===== src/rtl/uart_pkg.sv =====
// uart_pkg: shared UART frame constants and the dump FSM state type (CSUM state exists only with UART_DUMP_CSUM_EN)
package uart_pkg;
   localparam int UART_DATA_BITS    = 8;
   localparam int UART_FRAME_BITS   = 10;
   localparam int UART_CLKS_PER_BIT = 87;
   typedef enum logic [2:0] {
      IDLE,
      READ,
      LATCH,
      SEND,
      NEXT,
`ifdef UART_DUMP_CSUM_EN
      CSUM,
`endif
      FIN
   } dump_state_t;
endpackage


===== src/rtl/uart_dump_tx_if.sv =====
// uart_dump_tx_if: dump control, memory read port and serial line of uart_dump_tx
interface uart_dump_tx_if #(parameter int ADDR_W = 14);
   logic              start;
   logic [ADDR_W-1:0] start_addr;
   logic [ADDR_W:0]   word_count;
   logic              rd_en;
   logic [ADDR_W-1:0] rd_adr;
   logic [31:0]       rd_data;
   logic              tx;
   logic              busy;
   logic              done;
   modport master (output start, start_addr, word_count, rd_data, input rd_en, rd_adr, tx, busy, done);
   modport slave  (input start, start_addr, word_count, rd_data, output rd_en, rd_adr, tx, busy, done);
endinterface


===== src/rtl/uart_tx_byte.sv =====
// uart_tx_byte: 8N1 byte serializer; ready rises in the last stop-bit cycle so bytes chain without gaps
module uart_tx_byte
   import uart_pkg::*;
#(
   parameter int CLKS_PER_BIT = UART_CLKS_PER_BIT
) (
   input  logic                      clk,
   input  logic                      rst,
   input  logic                      valid,
   input  logic [UART_DATA_BITS-1:0] data,
   output logic                      ready,
   output logic                      tx
);
   localparam int CW = $clog2(CLKS_PER_BIT + 1);
   logic                    active;
   logic [CW-1:0]           baud;
   logic [3:0]              bit_idx;
   logic [UART_DATA_BITS:0] shift;
   logic                    bit_end;
   assign bit_end = baud == CW'(CLKS_PER_BIT - 1);
   assign ready   = !active || (bit_end && bit_idx == 4'(UART_FRAME_BITS - 1));
   // Load a frame on valid&ready, then step one bit every CLKS_PER_BIT cycles
   always_ff @(posedge clk or posedge rst) begin
      if (rst) begin
         active  <= 1'b0;
         baud    <= '0;
         bit_idx <= '0;
         shift   <= '0;
         tx      <= 1'b1;
      end else if (valid && ready) begin
         active  <= 1'b1;
         baud    <= '0;
         bit_idx <= '0;
         shift   <= {1'b1, data};
         tx      <= 1'b0;
      end else if (active) begin
         baud <= bit_end ? '0 : baud + 1'b1;
         if (bit_end) begin
            bit_idx <= bit_idx + 1'b1;
            tx      <= shift[0];
            shift   <= {1'b1, shift[UART_DATA_BITS:1]};
            if (bit_idx == 4'(UART_FRAME_BITS - 1)) begin
               active <= 1'b0;
               tx     <= 1'b1;
            end
         end
      end
   end
endmodule


===== src/rtl/uart_dump_tx.sv =====
// uart_dump_tx: reads a word range from memory and sends each word LSB byte first as 8N1; UART_DUMP_CSUM_EN appends an XOR checksum byte
module uart_dump_tx
   import uart_pkg::*;
#(
   parameter int CLKS_PER_BIT = UART_CLKS_PER_BIT,
   parameter int ADDR_W       = 14
) (
   input logic           clk,
   input logic           rst,
   uart_dump_tx_if.slave bus
);
   dump_state_t     state;
   logic [31:0]     word;
   logic [1:0]      idx;
   logic [ADDR_W:0] remaining;
   logic            byte_valid;
   logic            byte_ready;
   logic [7:0]      byte_data;
   logic            last_word;
`ifdef UART_DUMP_CSUM_EN
   logic [1:0]      gap;
   logic [7:0]      csum;
`endif
   assign last_word = remaining == {{ADDR_W{1'b0}}, 1'b1};
   // Byte 0 goes straight from the read data in LATCH, bytes 1-3 from the held word as the serializer frees up
   always_comb begin
      byte_valid = (state == LATCH) || (state == SEND && byte_ready && idx != 2'd0);
      byte_data  = (state == LATCH) ? bus.rd_data[7:0] : word[{idx, 3'b000} +: 8];
`ifdef UART_DUMP_CSUM_EN
      if (state == CSUM) begin
         byte_valid = gap == 2'd1;
         byte_data  = csum;
      end
`endif
   end
   // Word sequencer: read, capture, send four bytes, advance address with wrap
   always_ff @(posedge clk or posedge rst) begin
      if (rst) begin
         state      <= IDLE;
         bus.rd_en  <= 1'b0;
         bus.rd_adr <= '0;
         bus.busy   <= 1'b0;
         bus.done   <= 1'b0;
         word       <= '0;
         idx        <= '0;
         remaining  <= '0;
`ifdef UART_DUMP_CSUM_EN
         gap        <= '0;
         csum       <= '0;
`endif
      end else begin
`ifdef UART_DUMP_CSUM_EN
         if (byte_valid && state != CSUM) csum <= csum ^ byte_data;
`endif
         case (state)
            IDLE: if (bus.start) begin
               bus.rd_adr <= bus.start_addr;
               remaining  <= bus.word_count;
`ifdef UART_DUMP_CSUM_EN
               csum       <= '0;
`endif
               if (bus.word_count == '0) begin
                  state    <= FIN;
                  bus.done <= 1'b1;
               end else begin
                  state     <= READ;
                  bus.rd_en <= 1'b1;
                  bus.busy  <= 1'b1;
               end
            end
            READ: begin
               bus.rd_en <= 1'b0;
               state     <= LATCH;
            end
            LATCH: begin
               word  <= bus.rd_data;
               idx   <= 2'd1;
               state <= SEND;
            end
            SEND: if (byte_ready && idx == 2'd0) begin
`ifdef UART_DUMP_CSUM_EN
               state <= NEXT;
`else
               if (last_word) begin
                  state    <= FIN;
                  bus.done <= 1'b1;
                  bus.busy <= 1'b0;
               end else state <= NEXT;
`endif
            end else if (byte_valid) idx <= idx + 1'b1;
            NEXT: begin
               bus.rd_adr <= bus.rd_adr + 1'b1;
               remaining  <= remaining - 1'b1;
`ifdef UART_DUMP_CSUM_EN
               if (last_word) begin
                  state <= CSUM;
                  gap   <= '0;
               end else begin
                  state     <= READ;
                  bus.rd_en <= 1'b1;
               end
`else
               state     <= READ;
               bus.rd_en <= 1'b1;
`endif
            end
`ifdef UART_DUMP_CSUM_EN
            CSUM: begin
               if (gap != 2'd2) gap <= gap + 1'b1;
               else if (byte_ready) begin
                  state    <= FIN;
                  bus.done <= 1'b1;
                  bus.busy <= 1'b0;
               end
            end
`endif
            FIN: begin
               bus.done <= 1'b0;
               state    <= IDLE;
            end
            default: state <= IDLE;
         endcase
      end
   end
   uart_tx_byte #(.CLKS_PER_BIT(CLKS_PER_BIT)) u_ser (
      .clk  (clk),
      .rst  (rst),
      .valid(byte_valid),
      .data (byte_data),
      .ready(byte_ready),
      .tx   (bus.tx)
   );
endmodule

===== src/flat_wrapper.sv =====
// flat-port wrapper written by rule: the top's interface ports become plain ports
module uart_dump_tx_flat import uart_pkg::*;
#(
   parameter int CLKS_PER_BIT = UART_CLKS_PER_BIT,
   parameter int ADDR_W       = 14
)
  (clk, rst, bus_start, bus_start_addr, bus_word_count, bus_rd_data, bus_rd_en, bus_rd_adr, bus_tx, bus_busy, bus_done);
  uart_dump_tx_if #(.ADDR_W(ADDR_W)) bus_i ();
  input logic clk;
  input logic rst;
  input wire logic [$bits(bus_i.start)-1:0] bus_start;
  input wire logic [$bits(bus_i.start_addr)-1:0] bus_start_addr;
  input wire logic [$bits(bus_i.word_count)-1:0] bus_word_count;
  input wire logic [$bits(bus_i.rd_data)-1:0] bus_rd_data;
  output wire logic [$bits(bus_i.rd_en)-1:0] bus_rd_en;
  output wire logic [$bits(bus_i.rd_adr)-1:0] bus_rd_adr;
  output wire logic [$bits(bus_i.tx)-1:0] bus_tx;
  output wire logic [$bits(bus_i.busy)-1:0] bus_busy;
  output wire logic [$bits(bus_i.done)-1:0] bus_done;
  assign bus_i.start = bus_start;
  assign bus_i.start_addr = bus_start_addr;
  assign bus_i.word_count = bus_word_count;
  assign bus_i.rd_data = bus_rd_data;
  assign bus_rd_en = bus_i.rd_en;
  assign bus_rd_adr = bus_i.rd_adr;
  assign bus_tx = bus_i.tx;
  assign bus_busy = bus_i.busy;
  assign bus_done = bus_i.done;
  uart_dump_tx #(.CLKS_PER_BIT(CLKS_PER_BIT), .ADDR_W(ADDR_W)) u_core (.clk(clk), .rst(rst), .bus(bus_i));
endmodule

===== config.mk =====
export PLATFORM = sky130hd
export DESIGN_NAME = uart_dump_tx_flat
export DESIGN_NICKNAME = d
export VERILOG_FILES = /design/src/rtl/uart_pkg.sv /design/src/rtl/uart_dump_tx_if.sv /design/src/rtl/uart_tx_byte.sv /design/src/rtl/uart_dump_tx.sv /design/src/flat_wrapper.sv
export SDC_FILE = /design/constraint.sdc
export NUM_CORES = 1
export LEC_CHECK = 0
export ABC_AREA = 1
export CORE_ASPECT_RATIO = 0.8
export CORE_UTILIZATION = 25
export DETAILED_ROUTE_END_ITERATION = 10
export SLEW_MARGIN = 20
export SYNTH_ARGS = -nofsm -noshare
export SYNTH_HDL_FRONTEND = slang
export SYNTH_SLANG_ARGS = --single-unit

===== constraint.sdc =====
create_clock -name clk -period 9.5 [get_ports clk]
set_clock_uncertainty 0.15 [all_clocks]
set_input_delay 2.375 -clock clk [delete_from_list [all_inputs] [get_ports clk]]
set_output_delay 2.375 -clock clk [all_outputs]
set_load 0.01 [all_outputs]

Word level (Yosys, flattened, before mapping)
Cells that the tools add are included.
{"block": "word_totals", "reg_bits": 91, "latchBits": 0, "mem_bits_rw": 0, "romBits": 0, "in_bits": 64, "output_inout_bits": 18, "wordCells": 101, "n_memories": 0}
{"block": "classes", "add_sub_neg": 5, "multipliers": 0, "div_mod_pow": 0, "magnitude_cmp": 0, "eq_ne": 15, "shift": 1, "mux": 41, "bitwise_logic": 0, "reduce_logical": 26}
{"cell": "variable part select 32 x 6 -> 8 bit", "count": 1}
{"cell": "case mux 15 bit (2 select lines)", "count": 1}
{"cell": "case mux 14 bit (2 select lines)", "count": 1}
{"cell": "2-to-1 mux 9 bit", "count": 3}
{"cell": "2-to-1 mux 7 bit", "count": 3}
{"cell": "2-to-1 mux 1 bit", "count": 17}
{"cell": "== test 15 x 1 -> 1 bit, second input constant", "count": 1}
{"cell": "logical NOT 15 bit", "count": 1}
{"cell": "2-to-1 mux 15 bit", "count": 1}
{"cell": "case mux 3 bit (5 select lines)", "count": 1}
{"cell": "subtractor 15 x 1 -> 15 bit, second input constant", "count": 1}
{"cell": "adder 14 x 1 -> 14 bit, second input constant", "count": 1}
{"cell": "2-to-1 mux 14 bit", "count": 1}
{"cell": "2-to-1 mux 4 bit", "count": 3}
{"cell": "nonzero test 2 bit", "count": 6}
{"cell": "inequality test 2 bit, second input constant", "count": 5}
{"cell": "AND reduction 5 bit", "count": 2}
{"cell": "2-to-1 mux 3 bit", "count": 3}
{"cell": "2-to-1 mux 8 bit", "count": 1}
{"cell": "adder 7 x 1 -> 7 bit, second input constant", "count": 1}
{"cell": "== test 7 bit, second input constant", "count": 1}
{"cell": "== test 3 x 2 -> 1 bit, second input constant", "count": 2}
{"cell": "== test 3 bit, second input constant", "count": 2}
{"cell": "case mux 1 bit (3 select lines)", "count": 2}
{"cell": "16 further kinds", "count": 27}

Depth between registers and ports, before layout
Gate-level depths: netlist (run 1).
{"block": "depth", "word_depth": 9, "mapped_depth": 12, "ltp_nobuf": 11}

Cells and area by module
Synthesis (run 1) repeated with hierarchy kept, for this count alone.
{"block": "unflattened", "cells_unflattened": 705, "hier_area_um2": 5331.4}
{"mod": "uart_dump_tx", "n_inst": 1, "cells_per_inst": 548, "area_per_inst_um2": 4105.2, "seq_area_each_um2": 1726.7}
{"mod": "uart_tx_byte", "n_inst": 1, "cells_per_inst": 157, "area_per_inst_um2": 1226.2, "seq_area_each_um2": 551.8}

Least setup slack after synthesis (run 1)
No wires, ideal clock.
{"block": "synth_timing", "path_kind": "input -> register", "start": "in bus_word_count[7]", "end": "reg u_core.bus.rd_en", "setup_time_ps": 119, "arrival_ps": 2995, "t_required_ps": 9231, "setup_slack_ps": 6237, "cell_stages": 8, "path_buffers": 0, "cell_sequence": "nor2_1 > nand2_1 > nor2_1 > nand2_1 > nor2_1 > inv_1 > a21oi_1 > nor2_1"}
{"block": "synth_via", "elab_chain_len": 3}
{"item": "start: declaration", "line_no": "flat_wrapper.sv:13", "source": "input wire logic [$bits(bus_i.word_count)-1:0] bus_word_count;"}
{"item": "logical NOT 15 bit", "line_no": "uart_dump_tx.sv:62", "source": "if (bus.word_count == '0) begin"}
{"item": "inequality test 2 bit (no source line)"}
{"item": "AND reduction 3 bit (no source line)"}
{"item": "end signal: assignment", "line_no": "uart_dump_tx.sv:67", "source": "bus.rd_en <= 1'b1;"}
{"item": "end signal: assignment", "line_no": "uart_dump_tx.sv:72", "source": "bus.rd_en <= 1'b0;"}
{"item": "end signal: assignment", "line_no": "uart_dump_tx.sv:104", "source": "bus.rd_en <= 1'b1;"}
{"item": "end: declaration", "line_no": "uart_dump_tx_if.sv:13", "source": "modport slave (input start, start_addr, word_count, rd_data, output rd_en, rd_adr, tx, busy, done);"}
Every way passes these cells.
A chain may end at the register's enable or synchronous reset.

Worst setup path in the final report (run 1)
{"block": "layout_timing", "start": "in bus_start", "end": "reg u_core.bus.rd_adr[5]"}
{"block": "layout_via", "elab_chain_len": 2}
{"item": "start: declaration", "line_no": "flat_wrapper.sv:11", "source": "input wire logic [$bits(bus_i.start)-1:0] bus_start;"}
{"item": "inequality test 2 bit (no source line)"}
{"item": "AND reduction 2 bit (no source line)"}
{"item": "end signal: assignment", "line_no": "uart_dump_tx.sv:57", "source": "bus.rd_adr <= bus.start_addr;"}
{"item": "end signal: assignment", "line_no": "uart_dump_tx.sv:92", "source": "bus.rd_adr <= bus.rd_adr + 1'b1;"}
{"item": "end: declaration", "line_no": "uart_dump_tx_if.sv:13"}
Every way passes these cells.

==> results of run 1 <==
-- cell families (layout without fill, tap and decap cells) --
group / after synthesis / after routing / synth area share
DFF: 91 / 91 / 0.4557
buffers and inverters: 86 / 158 / 0.07533
AOI/OAI and AO/OA: 95 / 95 / 0.1104
xor gates and xnor gates: 5 / 5 / 0.008758
adders and majority gates: 8 / 8 / 0.02002
and+or+nand+nor: 402 / 402 / 0.3298
-- power breakdown --
group	switching [mW]	total, mW	internal [mW]
Sequential	0.148	0.700	0.552
Clock	0.151	0.349	0.198
Combinational	0.443	0.744	0.301
Total	0.742	1.79	1.05
-- stage by stage --
stage | total power [mW] | instance area (sq um) | cells
6_report | 1.792 | 6289 | 1017
5_1_grt | 1.968 | 6289 | 1017
4_1_cts | 1.818 | 6289 | 1017
3_5_place_dp | 1.457 | 6001 | 1002
3_3_place_gp | 1.449 | 6001 | 1002
2_1_floorplan | 1.211 | 5000 | 687
-- critical path: stages --
cell,delay [ns]
clkdlybuf4s50_1,0.43
nand2_2,0.26
nand2_2,0.34
inv_2,0.40
a21oi_1,0.08
o2bb2ai_1,0.16
inv_1,0.06
-- path summary, 6_finish.rpt --
path / to / slack, ns / cells past startpoint
worst max-delay path: u_core.bus.rd_adr[5]$_DFFE_PP0P_ / 5.49 / 7
worst min-delay path: u_core.u_ser.shift[8]$_DFFE_PP0P_ / 0.31 / 2
worst max register to register: u_core.u_ser.baud[1]$_DFFE_PP0P_ / 6.22 / 8
worst min register to register: u_core.u_ser.shift[8]$_DFFE_PP0P_ / 0.31 / 2
max in group asynchronous: u_core.word[28]$_DFFE_PP0P_ / 5.77 / 3
min in group asynchronous: u_core.bus.rd_adr[8]$_DFFE_PP0P_ / 2.31 / 2
-- registers in the layout, summed over array words and instances (netlist names) --
name,flops
u_core.bus.busy,1
u_core.bus.done,1
u_core.bus.rd_adr,14
u_core.bus.rd_en,1
u_core.idx,2
u_core.remaining,15
u_core.state,3
u_core.u_ser.active,1
u_core.u_ser.baud,7
u_core.u_ser.bit_idx,4
u_core.u_ser.shift,9
u_core.u_ser.tx,1
u_core.word,32
-- layer usage --
metal | routed length, um | share of wire | global-route usage | vias to the layer above
met5 | 0 | 0 | 0 | -
met4 | 134 | 0.011 | 0.03697 | 0
met3 | 606 | 0.048 | 0.03449 | 9
met2 | 5432 | 0.43 | 0.1995 | 94
met1 | 6570 | 0.52 | 0.1801 | 2088
li1 | - | - | - | 2336
-- layout make-up --
type / count / area [sq um]
Inverter: 60 / 229.0
Multi-Input combinational cell: 510 / 2345
Timing Repair Buffer: 83 / 825.8
Sequential cell: 91 / 2278
Clock inverter: 3 / 21.27
Tap cell: 258 / 322.8
Clock buffer: 12 / 266.5
Fill cell: 2069 / 12970
-- layout by cell type (no fill, tap or decap), types with 8 or more instances in the layout --
master | Yosys | final
clkbuf_16 | 0 | 9
nand4_1 | 9 | 9
a21oi_1 | 17 | 17
inv_1 | 53 | 52
o21ai_0 | 44 | 44
nand3_1 | 56 | 56
ha_1 | 8 | 8
clkdlybuf4s50_1 | 0 | 81
nand2_1 | 248 | 248
dfrtp_1 | 90 | 90
nor2_1 | 70 | 70
o21ai_1 | 9 | 9
==> flow_metrics.env, run 1 <==
export IMPL_rsz0062_at_grt="false"
export IMPL_die_area_sq_um=20570
export IMPL_clk_latency_ns=0.35
export IMPL_drv_cap=0
export IMPL_cp_max_fo=21
export IMPL_pre_cts_slack_ns=5.137
export IMPL_clockBufferDepth=2
export IMPL_antenna_cells=0
export IMPL_layout_setup_ws_ns=5.489
export IMPL_synthFlopType="dfrtp_1"
export IMPL_drive_above_1_share=0.04348
export IMPL_drt_iter0_drc=262
export IMPL_fin_hold_ws_ns=0.3051
export IMPL_slew_limit_headroom=0.4927
export IMPL_drc_errors=0
export IMPL_cts_clk_slew_worst_paths_ns=0.07
export IMPL_die_w_um=160.1
export IMPL_post_cts_buffers=0
export IMPL_via_per_inst=4.451
export IMPL_h_tree_depth=3
export IMPL_post_synth_top_count_cell="nand2_1"
export IMPL_hold_path_startpoint="u_core.u_ser.shift[8]$_DFFE_PP0P_"
export IMPL_async_reset_ff_frac=1.000
export IMPL_timing_final_crit_period_ns=4.011
export IMPL_synth_seq_cells=91
export IMPL_path_class="primary input to flip-flop"
export IMPL_period_share=0.4222
export IMPL_hpwl_um=9034
export IMPL_synth_area_leaders="dfrtp_1, nand2_1, nand3_1, nor2_1, o21ai_0"
export IMPL_io_buffers=81
export IMPL_ys_warn_count=0
export IMPL_grt_start_max_net_pins=52
export IMPL_syn_area_sq_um=5000
export IMPL_syn_inst=687
export IMPL_worstSetupEndpointType="flip-flop"
export IMPL_gp_congestion=0.7781
export IMPL_ctsHoldBuffers=0
export IMPL_yosysTopAreaCell="dfrtp_1"
export IMPL_tns_ns=0
export IMPL_cp_arrival_ns=4.10
export IMPL_cp_start_kind="primary input"
export IMPL_grt_pass1_wl_um=21480
export IMPL_finalSetupViolCount=0
export IMPL_wire_per_inst_um=12.53
export IMPL_totalWireLength_um=12740
export IMPL_hold_class="flip-flop to flip-flop"
export IMPL_coreArea_sq_um=19260
export IMPL_cp_startpoint="bus_start"
export IMPL_synth_edf_count=0
export IMPL_final_hold_viol_count=0
export IMPL_grt_ovfl_total=0
export IMPL_cts_tree="yes"
export IMPL_p_per_area_nw_per_um2=285.0
export IMPL_cts_sinks=91
export IMPL_ant_nets=0
export IMPL_finish_utilization=0.3266
export IMPL_ys_seq_area_frac=0.4557
export IMPL_p_leak_nw=2.977
export IMPL_fin_nets=827
export IMPL_outcome="finished, final reports clean"
export IMPL_syn_nets=759
export IMPL_die_h_um=128.5
export IMPL_dr_pass1_iters=5
export IMPL_fmax_ghz=0.2493
export IMPL_root_buffer="clkbuf_16"
export IMPL_ys_types=39
export IMPL_worst_slew_pin_slew_ns=0.7591
export IMPL_required_ns=9.59
export IMPL_ios=82
export IMPL_grt_antenna_before_repair=0
export IMPL_synth_area_per_cell_sq_um=7.278
export IMPL_grt_use_total=0.1302
export IMPL_initial_core_util=0.2596
export IMPL_vias=4527
export IMPL_synth_top_area_share=0.4505
export IMPL_row_count=45
export IMPL_worst_r2r_startpoint="u_core.idx[0]$_DFFE_PP0P_"
export IMPL_grt_pass1_vias=4290
export IMPL_cts_made_buffers=9
export IMPL_finalMaxSlewViolations=0
export IMPL_synth_common_cells="nand2_1, dfrtp_1, nor2_1"
export IMPL_ctsResizeCount=0
export IMPL_vdd_drop_max_mv=0.1438
export IMPL_syn2layout_area_growth_pct=25.78
Power figures use the tool's default switching activity.
==> inputs of run 2 (changes only) <==
==> constraint.sdc (replaced) <==
create_clock -name clk -period 3.42 [get_ports clk]
set_clock_uncertainty 0.15 [all_clocks]
set_input_delay 0.855 -clock clk [delete_from_list [all_inputs] [get_ports clk]]
set_output_delay 0.855 -clock clk [all_outputs]
set_load 0.01 [all_outputs]
==> flow_metrics.env, run 2 (same netlist as run 1, synthesis figures left out) <==
export IMPL_path_depth=7
export IMPL_fin_nets=832
export IMPL_tns_ns=0
export IMPL_pre_cts_slack_ns=0.8654
export IMPL_critical_path_buf_inv_count=1
export IMPL_slowest_stage="o21ai_4"
export IMPL_io_buffers=81
export IMPL_reg2regPathDepth=7
export IMPL_worst_slew_pin_slew_ns=0.6114
export IMPL_grt_pass1_vias=4331
export IMPL_path_class="flip-flop to flip-flop"
export IMPL_via_per_inst=4.378
export IMPL_cp_start_kind="flip-flop"
export IMPL_die_h_um=128.5
export IMPL_ios=82
export IMPL_layout_setup_ws_ns=0.9655
export IMPL_slew_limit_headroom=0.5908
export IMPL_die_w_um=160.1
export IMPL_grt_start_max_net_pins=92
export IMPL_initial_core_util=0.2596
export IMPL_post_cts_buffers=0
export IMPL_path_cells="clkinv_1, ha_1, nor2_1, o21ai_4, nand2_1, o21ai_0, nor2_1"
export IMPL_syn2layout_area_growth_pct=27.13
export IMPL_ctsResizeCount=0
export IMPL_cpLargestDelayFamily="compound AO/OA/AOI/OAI gates"
export IMPL_hold_depth=2
export IMPL_grt_use_total=0.1304
export IMPL_dr_pass1_iters=4
export IMPL_finalMaxSlewViolations=0
export IMPL_grt_antenna_before_repair=0
export IMPL_hpwl_um=9314
export IMPL_timing_final_crit_period_ns=2.455
export IMPL_crit_top_cell="nor2_1"
export IMPL_outcome="finished, final reports clean"
export IMPL_cts_made_buffers=9
export IMPL_row_count=45
export IMPL_fin_hold_ws_ns=0.3126
export IMPL_ant_nets=0
export IMPL_wire_per_inst_um=12.54
export IMPL_cp_max_fo=25
export IMPL_vias=4479
export IMPL_hold_class="flip-flop to flip-flop"
export IMPL_required_ns=3.49
export IMPL_grt_pass1_wl_um=21600
export IMPL_p_leak_nw=3.019
export IMPL_regMostFlops="u_core.word"
export IMPL_worstSetupEndpointType="flip-flop"
export IMPL_final_common_cell="nand2_1"
export IMPL_drt_iter0_drc=240
export IMPL_clk_latency_ns=0.34
export IMPL_vdd_drop_max_mv=0.2893
export IMPL_fmax_ghz=0.4074
export IMPL_drc_errors=0
export IMPL_gp_congestion=0.7972
export IMPL_totalWireLength_um=12830
export IMPL_drive_above_1_share=0.04967
export IMPL_clockBufferDepth=2
export IMPL_finalSetupViolCount=0
export IMPL_largest_register_ffs=32
export IMPL_cts_clk_slew_worst_paths_ns=0.06
export IMPL_p_per_area_nw_per_um2=802.6
export IMPL_root_buffer="clkbuf_16"
export IMPL_final_cell_mix="nand2_1, dfrtp_1, clkdlybuf4s50_1"
export IMPL_coreArea_sq_um=19260
export IMPL_top_regs="u_core.word x32, u_core.remaining x15, u_core.bus.rd_adr x14"
export IMPL_die_area_sq_um=20570
export IMPL_h_tree_depth=3
export IMPL_cts_tree="yes"
export IMPL_final_hold_viol_count=0
export IMPL_cp_arrival_ns=2.53
export IMPL_grt_ovfl_total=0
export IMPL_max_stage_delay_ns=0.50
export IMPL_period_share=0.7177
export IMPL_ctsHoldBuffers=0
export IMPL_fill_cells=2056
export IMPL_drv_cap=0
export IMPL_antenna_cells=0
export IMPL_cts_sinks=91
export IMPL_rsz0062_at_grt="false"
-- run 2: changes by cell type in the layout (fill, tap and decap cells not counted), sizes merged --
cell / before / now
buf: 2 / 7
bufinv: 0 / 1
clkinv: 4 / 6
clkinvlp: 1 / 0
inv: 58 / 57
-- run 2: path summary, 6_finish.rpt --
path,slack (ns),startpoint,to
setup / recovery,0.97,u_core.idx[1]$_DFFE_PP0P_,u_core.u_ser.baud[1]$_DFFE_PP0P_
hold / removal,0.31,u_core.u_ser.shift[8]$_DFFE_PP0P_,u_core.u_ser.shift[8]$_DFFE_PP0P_
setup reg to reg,0.97,u_core.idx[1]$_DFFE_PP0P_,u_core.u_ser.baud[1]$_DFFE_PP0P_
hold reg to reg,0.31,u_core.u_ser.shift[8]$_DFFE_PP0P_,u_core.u_ser.shift[8]$_DFFE_PP0P_
max in group asynchronous,1.92,rst,u_core.u_ser.tx$_DFFE_PP1P_
min in group asynchronous,0.80,rst,u_core.u_ser.baud[3]$_DFFE_PP0P_
-- run 2: power breakdown --
| part | internal (mW) | switching [mW] |
|---|---|---|
| clock | 0.606 | 0.420 |
| sequential | 1.53 | 0.416 |
| combinational | 0.867 | 1.26 |
| total | 3.01 | 2.09 |
-- run 2: final cells by class --
cell class              instances  area, sq um  area share
multi-input cells             510         2345      0.3689
flip-flops and latches         91         2278      0.3585
repair buffers                 88        875.8      0.1378
well taps                     258        322.8     0.05079
clock buffers                  12        256.5     0.04035
inverters                      60        229.0     0.03602
clock inverters                 4        48.80    0.007677
-- run 2: stage by stage --
stage | utilization | std cells | power (mW) | instance area [sq um]
2_1_floorplan | - | 687 | 3.365 | 5000
3_3_place_gp | 0.3142 | 1007 | 4.074 | 6051
3_5_place_dp | 0.3142 | 1007 | 4.111 | 6051
4_1_cts | 0.3301 | 1023 | 5.160 | 6356
5_1_grt | 0.3301 | 1023 | 5.572 | 6356
6_report | 0.3301 | 1023 | 5.101 | 6356
-- run 2: per-layer routing --
layer | global-route usage | share of wire | wire (um)
met1 | 0.1853 | 0.53 | 6755
met2 | 0.1934 | 0.42 | 5385
met3 | 0.03546 | 0.042 | 535
met4 | 0.03585 | 0.012 | 153
met5 | 0 | 0 | 0
-- run 2: worst register-to-register path, stage by stage (launching register included) --
cell      delay [ns]
dfrtp_1         0.48
clkinv_1        0.21
ha_1            0.21
nor2_1          0.08
o21ai_4         0.50
nand2_1         0.40
o21ai_0         0.26
nor2_1          0.06
==> inputs of run 3 (changes only) <==
==> constraint.sdc (replaced) <==
create_clock -name clk -period 2.1 [get_ports clk]
set_clock_uncertainty 0.15 [all_clocks]
set_input_delay 0.525 -clock clk [delete_from_list [all_inputs] [get_ports clk]]
set_output_delay 0.525 -clock clk [all_outputs]
set_load 0.01 [all_outputs]
==> flow_metrics.env, run 3 (same netlist as run 1, synthesis figures left out) <==
export IMPL_top_regs="u_core.word x32, u_core.remaining x15, u_core.bus.rd_adr x14"
export IMPL_grt_start_max_net_pins=54
export IMPL_fin_nets=857
export IMPL_grt_ovfl_total=0
export IMPL_cts_sinks=91
export IMPL_rsz0062_at_grt="false"
export IMPL_drt_iter0_drc=265
export IMPL_cp_max_fo=6
export IMPL_vias=4628
export IMPL_fin_hold_ws_ns=0.3054
export IMPL_outcome="finished, final reports clean"
export IMPL_critical_path_buf_inv_count=1
export IMPL_pwr_share_comb=0.444
export IMPL_p_sw_mw=3.510
export IMPL_pwr_share_clk=0.195
export IMPL_cts_made_buffers=9
export IMPL_dr_pass1_iters=4
export IMPL_hold_class="flip-flop to flip-flop"
export IMPL_final_cell_mix="nand2_1, dfrtp_1, clkdlybuf4s50_1"
export IMPL_cts_clk_slew_worst_paths_ns=0.07
export IMPL_final_common_cell="nand2_1"
export IMPL_vdd_drop_max_mv=0.4714
export IMPL_ios=82
export IMPL_period_share=0.9732
export IMPL_cpLargestDelayFamily="buffers and inverters"
export IMPL_die_area_sq_um=20570
export IMPL_grt_pass1_wl_um=22140
export IMPL_p_int_mw=5.020
export IMPL_instances_no_fill=1048
export IMPL_clk_latency_ns=0.35
export IMPL_cts_tree="yes"
export IMPL_cp_arrival_ns=1.37
export IMPL_slowest_stage="clkdlybuf4s50_1"
export IMPL_row_count=45
export IMPL_fmax_ghz=0.4893
export IMPL_largest_register_ffs=32
export IMPL_dp_cells=1029
export IMPL_required_ns=1.42
export IMPL_p_leak_nw=3.134
export IMPL_clockBufferDepth=2
export IMPL_switching_share=0.4115
export IMPL_drive_above_1_share=0.08228
export IMPL_final_hold_viol_count=0
export IMPL_totalWireLength_um=13370
export IMPL_ff_latch_area_sq_um=2278
export IMPL_drv_cap=0
export IMPL_drc_errors=0
export IMPL_tns_ns=0
export IMPL_multi_input_area_sq_um=2347
export IMPL_root_buffer="clkbuf_16"
export IMPL_die_h_um=128.5
export IMPL_io_buffers=81
export IMPL_gp_congestion=0.7756
export IMPL_timing_final_crit_period_ns=2.044
export IMPL_antenna_cells=0
export IMPL_finalSetupViolCount=0
export IMPL_coreArea_sq_um=19260
export IMPL_path_cells="clkdlybuf4s50_1"
export IMPL_max_stage_delay_ns=0.58
export IMPL_power_mw=8.530
export IMPL_hpwl_um=9699
export IMPL_grt_pass1_vias=4437
export IMPL_finalMaxSlewViolations=0
export IMPL_ant_nets=0
export IMPL_h_tree_depth=3
export IMPL_slew_limit_headroom=0.6581
export IMPL_regMostFlops="u_core.word"
export IMPL_p_per_area_nw_per_um2=1296
export IMPL_fill_cells=2079
export IMPL_wire_per_inst_um=12.75
export IMPL_pwr_share_seq=0.360
export IMPL_grt_use_total=0.1357
export IMPL_initial_core_util=0.2596
export IMPL_cp_start_kind="flip-flop"
export IMPL_path_class="flip-flop to primary output"
export IMPL_via_per_inst=4.416
export IMPL_syn2layout_area_growth_pct=31.66
export IMPL_worst_slew_pin_slew_ns=0.5101
export IMPL_worstSetupEndpointType="primary output"
export IMPL_die_w_um=160.1
export IMPL_grt_antenna_before_repair=0
[run 3: cell types whose count changed in the layout (fill, tap and decap cells not counted)]
cell             change
clkdlybuf4s50_1      -1
buf_12               +3
dlygate4sd2_1        +1
clkinvlp_2           +1
buf_4               +21
clkinvlp_4           +3
inv_1                -1
clkinv_2             -3
nand2_2              +1
inv_6                +3
nand2_1              -1
clkbuf_8             -2
[run 3: layer usage]
layer,GRT usage,share of wire,up-vias
met2,0.2084,0.44,69
met1,0.1888,0.51,2149
met4,0.03922,0.010,0
met5,0,0,-
met3,0.03320,0.036,4
li1,-,-,2406
[run 3: power groups by stage]
| stage | Clock, mW | Sequential, mW | Combinational [mW] |
|---|---|---|---|
| floorplan | 0 | 3.03 | 2.45 |
| detailed placement | 0 | 3.09 | 3.79 |
| global route | 1.81 | 3.17 | 4.35 |
| CTS | 1.73 | 3.07 | 3.80 |
| finish | 1.67 | 3.07 | 3.79 |
| global placement | 0 | 3.07 | 3.73 |
[run 3: stage by stage]
| step | util | area [sq um] | setup WS, ns |
|---|---|---|---|
| final | 0.3418 | 6583 | 0.05620 |
| after global routing | 0.3418 | 6583 | 0.0007843 |
| after CTS | 0.3405 | 6556 | 0.03642 |
| after detailed placement | 0.3249 | 6256 | 0.03238 |
| after global placement | 0.3249 | 6256 | 0.01071 |
| after floorplan | - | 5004 | 0.01714 |
[run 3: path summary, 6_finish.rpt]
check                                                        from                                 to  slack, ns  depth (start not counted)
worst max-delay path             u_core.bus.rd_adr[8]$_DFFE_PP0P_                      bus_rd_adr[8]       0.06                          1
worst min-delay path            u_core.u_ser.shift[8]$_DFFE_PP0P_  u_core.u_ser.shift[8]$_DFFE_PP0P_       0.31                          2
worst max register to register   u_core.u_ser.baud[0]$_DFFE_PP0P_  u_core.u_ser.shift[0]$_DFFE_PP0P_       0.14                         10
worst min register to register  u_core.u_ser.shift[8]$_DFFE_PP0P_  u_core.u_ser.shift[8]$_DFFE_PP0P_       0.31                          2
max in group asynchronous                                     rst        u_core.word[29]$_DFFE_PP0P_       0.92                          3
min in group asynchronous                                     rst   u_core.bus.rd_adr[7]$_DFFE_PP0P_       0.33                          2
[run 3: what timing repair did]
item,CTS,global route
hold endpoints to repair,0,0
buffers inserted,0,2
hold buffers,0,0
gates cloned,0,1
resized for setup,1,2
setup endpoints to repair,1,21
[run 3: layout make-up]
cell class,instances,area share
Clock buffer,10,0.03478
Clock inverter,6,0.01102
Inverter,60,0.03573
Multi-Input combinational cell,510,0.3566
Sequential cell,91,0.3461
Tap cell,258,0.04904
Timing Repair Buffer,112,0.1659
Timing Repair inverter,1,0.0007603
